[config.mk]
export PLATFORM = sky130hd
export DESIGN_NAME = pipe_stage
export DESIGN_NICKNAME = d
export VERILOG_FILES = /design/src/rtl/pipe_stage.sv
export SDC_FILE = /design/constraint.sdc
export NUM_CORES = 1
export LEC_CHECK = 0
export ABC_CLOCK_PERIOD_IN_PS = 8300
export CAP_MARGIN = 20
export CORE_ASPECT_RATIO = 1.25
export CORE_MARGIN = 2
export CORE_UTILIZATION = 45
export CTS_BUF_LIST = sky130_fd_sc_hd__clkbuf_8
export DETAILED_ROUTE_END_ITERATION = 10
export DONT_BUFFER_PORTS = 1
export PLACE_DENSITY = 0.67
export SYNTH_ARGS = -nofsm -noshare
export SYNTH_HDL_FRONTEND = slang
export SYNTH_SLANG_ARGS = --single-unit
export TNS_END_PERCENT = 20
[constraint.sdc]
create_clock -name clock -period 8.3 [get_ports clock]
set_clock_uncertainty 0.05 [all_clocks]
set_input_delay 0.83 -clock clock [delete_from_list [all_inputs] [get_ports clock]]
set_output_delay 0.83 -clock clock [all_outputs]
set_load 0.01 [all_outputs]
[src/rtl/pipe_stage.sv]
// Elastic pipeline stage: a small in-order queue between two pipeline units
// with flush (drops counted), stall, and valid/ready handshakes on both sides.
module pipe_stage #(
  parameter int DATA_W = 64,
  parameter int PC_W   = 64,
  parameter int DEPTH  = 2
) (
  input  logic                       clock,
  input  logic                       reset,
  input  logic                       in_valid_i,
  output logic                       in_ready_o,
  input  logic [PC_W-1:0]            in_pc_i,
  input  logic [DATA_W-1:0]          in_data_i,
  input  logic                       flush_i,
  input  logic                       stall_i,
  output logic                       out_valid_o,
  input  logic                       out_ready_i,
  output logic [PC_W-1:0]            out_pc_o,
  output logic [DATA_W-1:0]          out_data_o,
  output logic [$clog2(DEPTH+1)-1:0] count_o,
  output logic [15:0]                drop_cnt_o
);

  localparam int CNT_W = $clog2(DEPTH + 1);
  localparam int PTR_W = (DEPTH > 1) ? $clog2(DEPTH) : 1;
  localparam int SLOTS = 2 ** PTR_W;

  localparam logic [CNT_W-1:0] FULL_CNT = CNT_W'(DEPTH);
  localparam logic [PTR_W-1:0] LAST_PTR = PTR_W'(DEPTH - 1);

  logic [PC_W-1:0]   pc_mem   [SLOTS];
  logic [DATA_W-1:0] data_mem [SLOTS];

  logic [PTR_W-1:0]  rd_ptr;
  logic [PTR_W-1:0]  wr_ptr;
  logic [CNT_W-1:0]  count;
  logic [15:0]       drop_cnt;
  logic [PC_W-1:0]   last_pc;
  logic [DATA_W-1:0] last_data;

  logic        push;
  logic        pop;
  logic        empty;
  logic        full;
  logic [16:0] drop_sum;

  function automatic logic [PTR_W-1:0] ptr_inc(
    input logic [PTR_W-1:0] p
  );
    return (p == LAST_PTR) ? '0 : p + PTR_W'(1);
  endfunction

  assign empty = (count == '0);
  assign full  = (count == FULL_CNT);

  assign in_ready_o  = !reset && !full && !flush_i;
  assign out_valid_o = !empty && !stall_i && !flush_i;

  assign push = in_valid_i && in_ready_o;
  assign pop  = out_valid_o && out_ready_i;

  assign drop_sum = {1'b0, drop_cnt} + 17'(count);

  // Empty stage keeps showing the last head it presented.
  assign out_pc_o   = empty ? last_pc : pc_mem[rd_ptr];
  assign out_data_o = empty ? last_data : data_mem[rd_ptr];

  assign count_o    = count;
  assign drop_cnt_o = drop_cnt;

  always_ff @(posedge clock) begin
    if (push) begin
      pc_mem[wr_ptr]   <= in_pc_i;
      data_mem[wr_ptr] <= in_data_i;
    end
  end

  always_ff @(posedge clock or posedge reset) begin
    if (reset) begin
      rd_ptr    <= '0;
      wr_ptr    <= '0;
      count     <= '0;
      drop_cnt  <= '0;
      last_pc   <= '0;
      last_data <= '0;
    end else begin
      if (!empty) begin
        last_pc   <= pc_mem[rd_ptr];
        last_data <= data_mem[rd_ptr];
      end
      if (flush_i) begin
        rd_ptr   <= '0;
        wr_ptr   <= '0;
        count    <= '0;
        drop_cnt <= drop_sum[16] ? 16'hFFFF : drop_sum[15:0];
      end else begin
        if (push) wr_ptr <= ptr_inc(wr_ptr);
        if (pop) rd_ptr <= ptr_inc(rd_ptr);
        unique case ({push, pop})
          2'b10:   count <= count + CNT_W'(1);
          2'b01:   count <= count - CNT_W'(1);
          default: count <= count;
        endcase
      end
    end
  end

endmodule

==> run metrics <==
DRT Wirelength 28400 um; Final Worst Setup Slack 4460 ps; die area 0.0338 sq mm; Root Buffer clkbuf_8; asr flop ratio synth 36.6%; reported net switching power 1.14 mW; category of the most critical setup path reg -> out; met1 Resource Use GR 16.9%; fraction of layout instances using a drive strength above 1 9.93%; post-cts sizing count 0; drt wl/cell 20.0 um; critical path capture point type output port; Post-Syn Area per Cell 15.7 sq um; number of levels the H-tree was split into 2; Max Slew Vio Count 0; DR iter-0 viols 364; Routed Antenna Nets 0; sequential cell area fraction in the yosys report 78.3%; largest fanout on the critical path 59; clock tree sinks 404; clock tree from TritonCTS built; power density over cell area 270 mW/mm^2; Final #Nets 1091; total of warnings raised by yosys 0; first-pass detailed-route iteration total 4; part of the power in the clock network 34.5%; unique cell type count in the Yosys netlist 31; area taken by multi-input logic gates 0.00297 sq mm; headroom to the max-slew limit 26.6%; width of the chip 165 um; met3 Resource Use GR 6.92%; share of the cycle needed by the critical path after routing 46.3%; design internal power 3.23 mW; number of rows created at floorplan 73; io pins 282; leading cell types in the layout, fill and taps excluded 256 x edfxtp_1, 148 x nand2_1, 147 x dfrtp_1; transition time at the pin with the least slew margin 1100 ps; run status finished, final reports clean; post-synthesis instance area 0.0145 sq mm; total of max-cap violations 0; clock period minus worst slack 3840 ps; Total Neg Setup Slack 0 ps; largest net degree at the start of global routing 137; number of failing hold endpoints at the final stage 0; startpoint class of the critical path flip-flop; Initial Utilization 45.8%; vias in the first global route 7488; placed instance area 0.0150 sq mm; data arrival time at the worst-slack endpoint 2960 ps; number of nets produced by synthesis 1063; most used flip-flop cell after synthesis edfxtp_1; Pwr Total 4.37 mW; Placeable Area 0.0318 sq mm; vias 7270; GP Congestion 0.753; die extent in y 205 um; Min-Delay Path Class in -> async; count of state elements after synthesis 404; cell taking the most area after synthesis edfxtp_1; Post-synth EDFFs 256; clock slew seen by the registers of the worst setup and hold paths 60 ps; clock latency of the later-clocked register in the worst-skew pair 610 ps; number of buffers inserted for hold repair after clock tree synthesis 0; placed wire-length estimate 17900 um; Synth top area share 52.9%; GRT Overall Usage 16.7%; first-pass GRT wire length 42300 um; required time of the critical path 7420 ps; number of post-CTS setup repair buffers 0; Comb power frac 10.0%; IR Drop Worst-Case VDD 0.000144 V; switching power share of the total 26.2%; initial antenna violation count 0; relative area change from synthesis to final layout 11.3%; Longest Clk Path Bufs 3; GRT overflow 0; Num CTS Buffers 61; routed vias/inst 5.12; met2 Use GR 29.8%; commonest non-fill, non-tap cell in the layout edfxtp_1; number of diodes 0; final setup violation count 0; cells after synthesis 926; RSZ-0062 raised after global routing no; Reg area 0.0114 sq mm; maximum achievable frequency 0.260 GHz; Seq pwr share 55.5%; number of I/O port buffers 0; final routed DRC violation total 0; cell types occupying the most area after synthesis edfxtp_1 53%, dfrtp_1 25%, mux2i_1 9.0%, o21ai_0 4.6%, nand2_1 3.8%; pre-CTS setup slack 4500 ps; utilization after layout 50.9%; GRT Max-Usage Layer met2; final cell area excluding filler cells 0.0162 sq mm; Fill cells 2667; total leakage power 5.93 nW
[kinds of logic (layout without fill, tap and decap cells)]
| group | count (synthesis) | in the layout | synth area share [%] |
|---|---|---|---|
| fa+ha+maj | 3 | 3 | 0.310 |
| xor+xnor | 10 | 10 | 0.602 |
| mux | 133 | 133 | 9.17 |
| simple gates | 188 | 188 | 5.50 |
| buf+inv | 51 | 132 | 1.38 |
| compound gates | 137 | 137 | 4.73 |
| flops | 404 | 404 | 78.3 |
[metrics by stage]
step	instances	hold WS [ps]
after CTS	1417	156
after global placement	1301	493
after global routing	1419	170
final	1419	141
after detailed placement	1301	535
after floorplan	926	411
[worst max-delay path, cell delays in order, from the launching register on]
cell and delay [ps]:
dfrtp_4 650, buf_4 830, mux2i_1 160, o21ai_0 590
[metal layers]
metal	vias to the layer above	share of wire, %
met5	-	0
met4	0	3.7
met3	62	8.9
met2	219	53
met1	3567	34
li1	3422	-
[state kept, by name, indices dropped and copies added (netlist names)]
register	flops
drop_cnt_o	16
data_mem	128
last_pc	64
rd_ptr	1
wr_ptr	1
count_o	2
pc_mem	128
last_data	64
[Yosys cell counts (2+ instances only)]
cell type,instances
ha_1,2
nor2b_1,4
nor4b_1,2
or3_1,2
clkbuf_1,37
nand2b_1,3
nor3_1,4
mux2_2,2
and3_1,3
nand2_1,148
mux2i_1,131
nor2_1,9
edfxtp_1,256
inv_1,6
o21ai_0,133
buf_2,7
nand3_1,6
dfrtp_1,148
xnor2_1,9
a21oi_1,3
[layout make-up]
cell class              count  area share [%]
clock buffers              71            6.03
multi-input cells         471            18.4
inverters                   6           0.170
well taps                 412            3.18
clock inverters            45            1.17
flip-flops and latches    404            70.4
repair buffers             10           0.711
[power by group through the flow]
stage / Clock, mW / Combinational [mW] / Sequential [mW]
4_1_cts: 1.56 / 0.442 / 2.43
5_1_grt: 1.65 / 0.489 / 2.45
3_3_place_gp: 0 / 0.429 / 2.46
6_report: 1.51 / 0.437 / 2.42
3_5_place_dp: 0 / 0.441 / 2.47
2_1_floorplan: 0 / 0.336 / 2.45
[final timing paths]
check / slack [ps] / startpoint / end / cells after the start
setup / recovery: 4460 / rd_ptr$_DFFE_PP0P_ / out_pc_o[46] / 3
hold / removal: 140 / reset / drop_cnt_o[4]$_DFFE_PP0P_ / 1
setup reg to reg: 4670 / count_o[1]$_DFFE_PP0P_ / data_mem[0][40]$_DFFE_PP_ / 6
hold reg to reg: 530 / wr_ptr$_DFFE_PP0P_ / wr_ptr$_DFFE_PP0P_ / 1
max in group asynchronous: 6810 / reset / rd_ptr$_DFFE_PP0P_ / 3
min in group clock: 230 / flush_i / count_o[1]$_DFFE_PP0P_ / 1
Power figures use the tool's default switching activity.
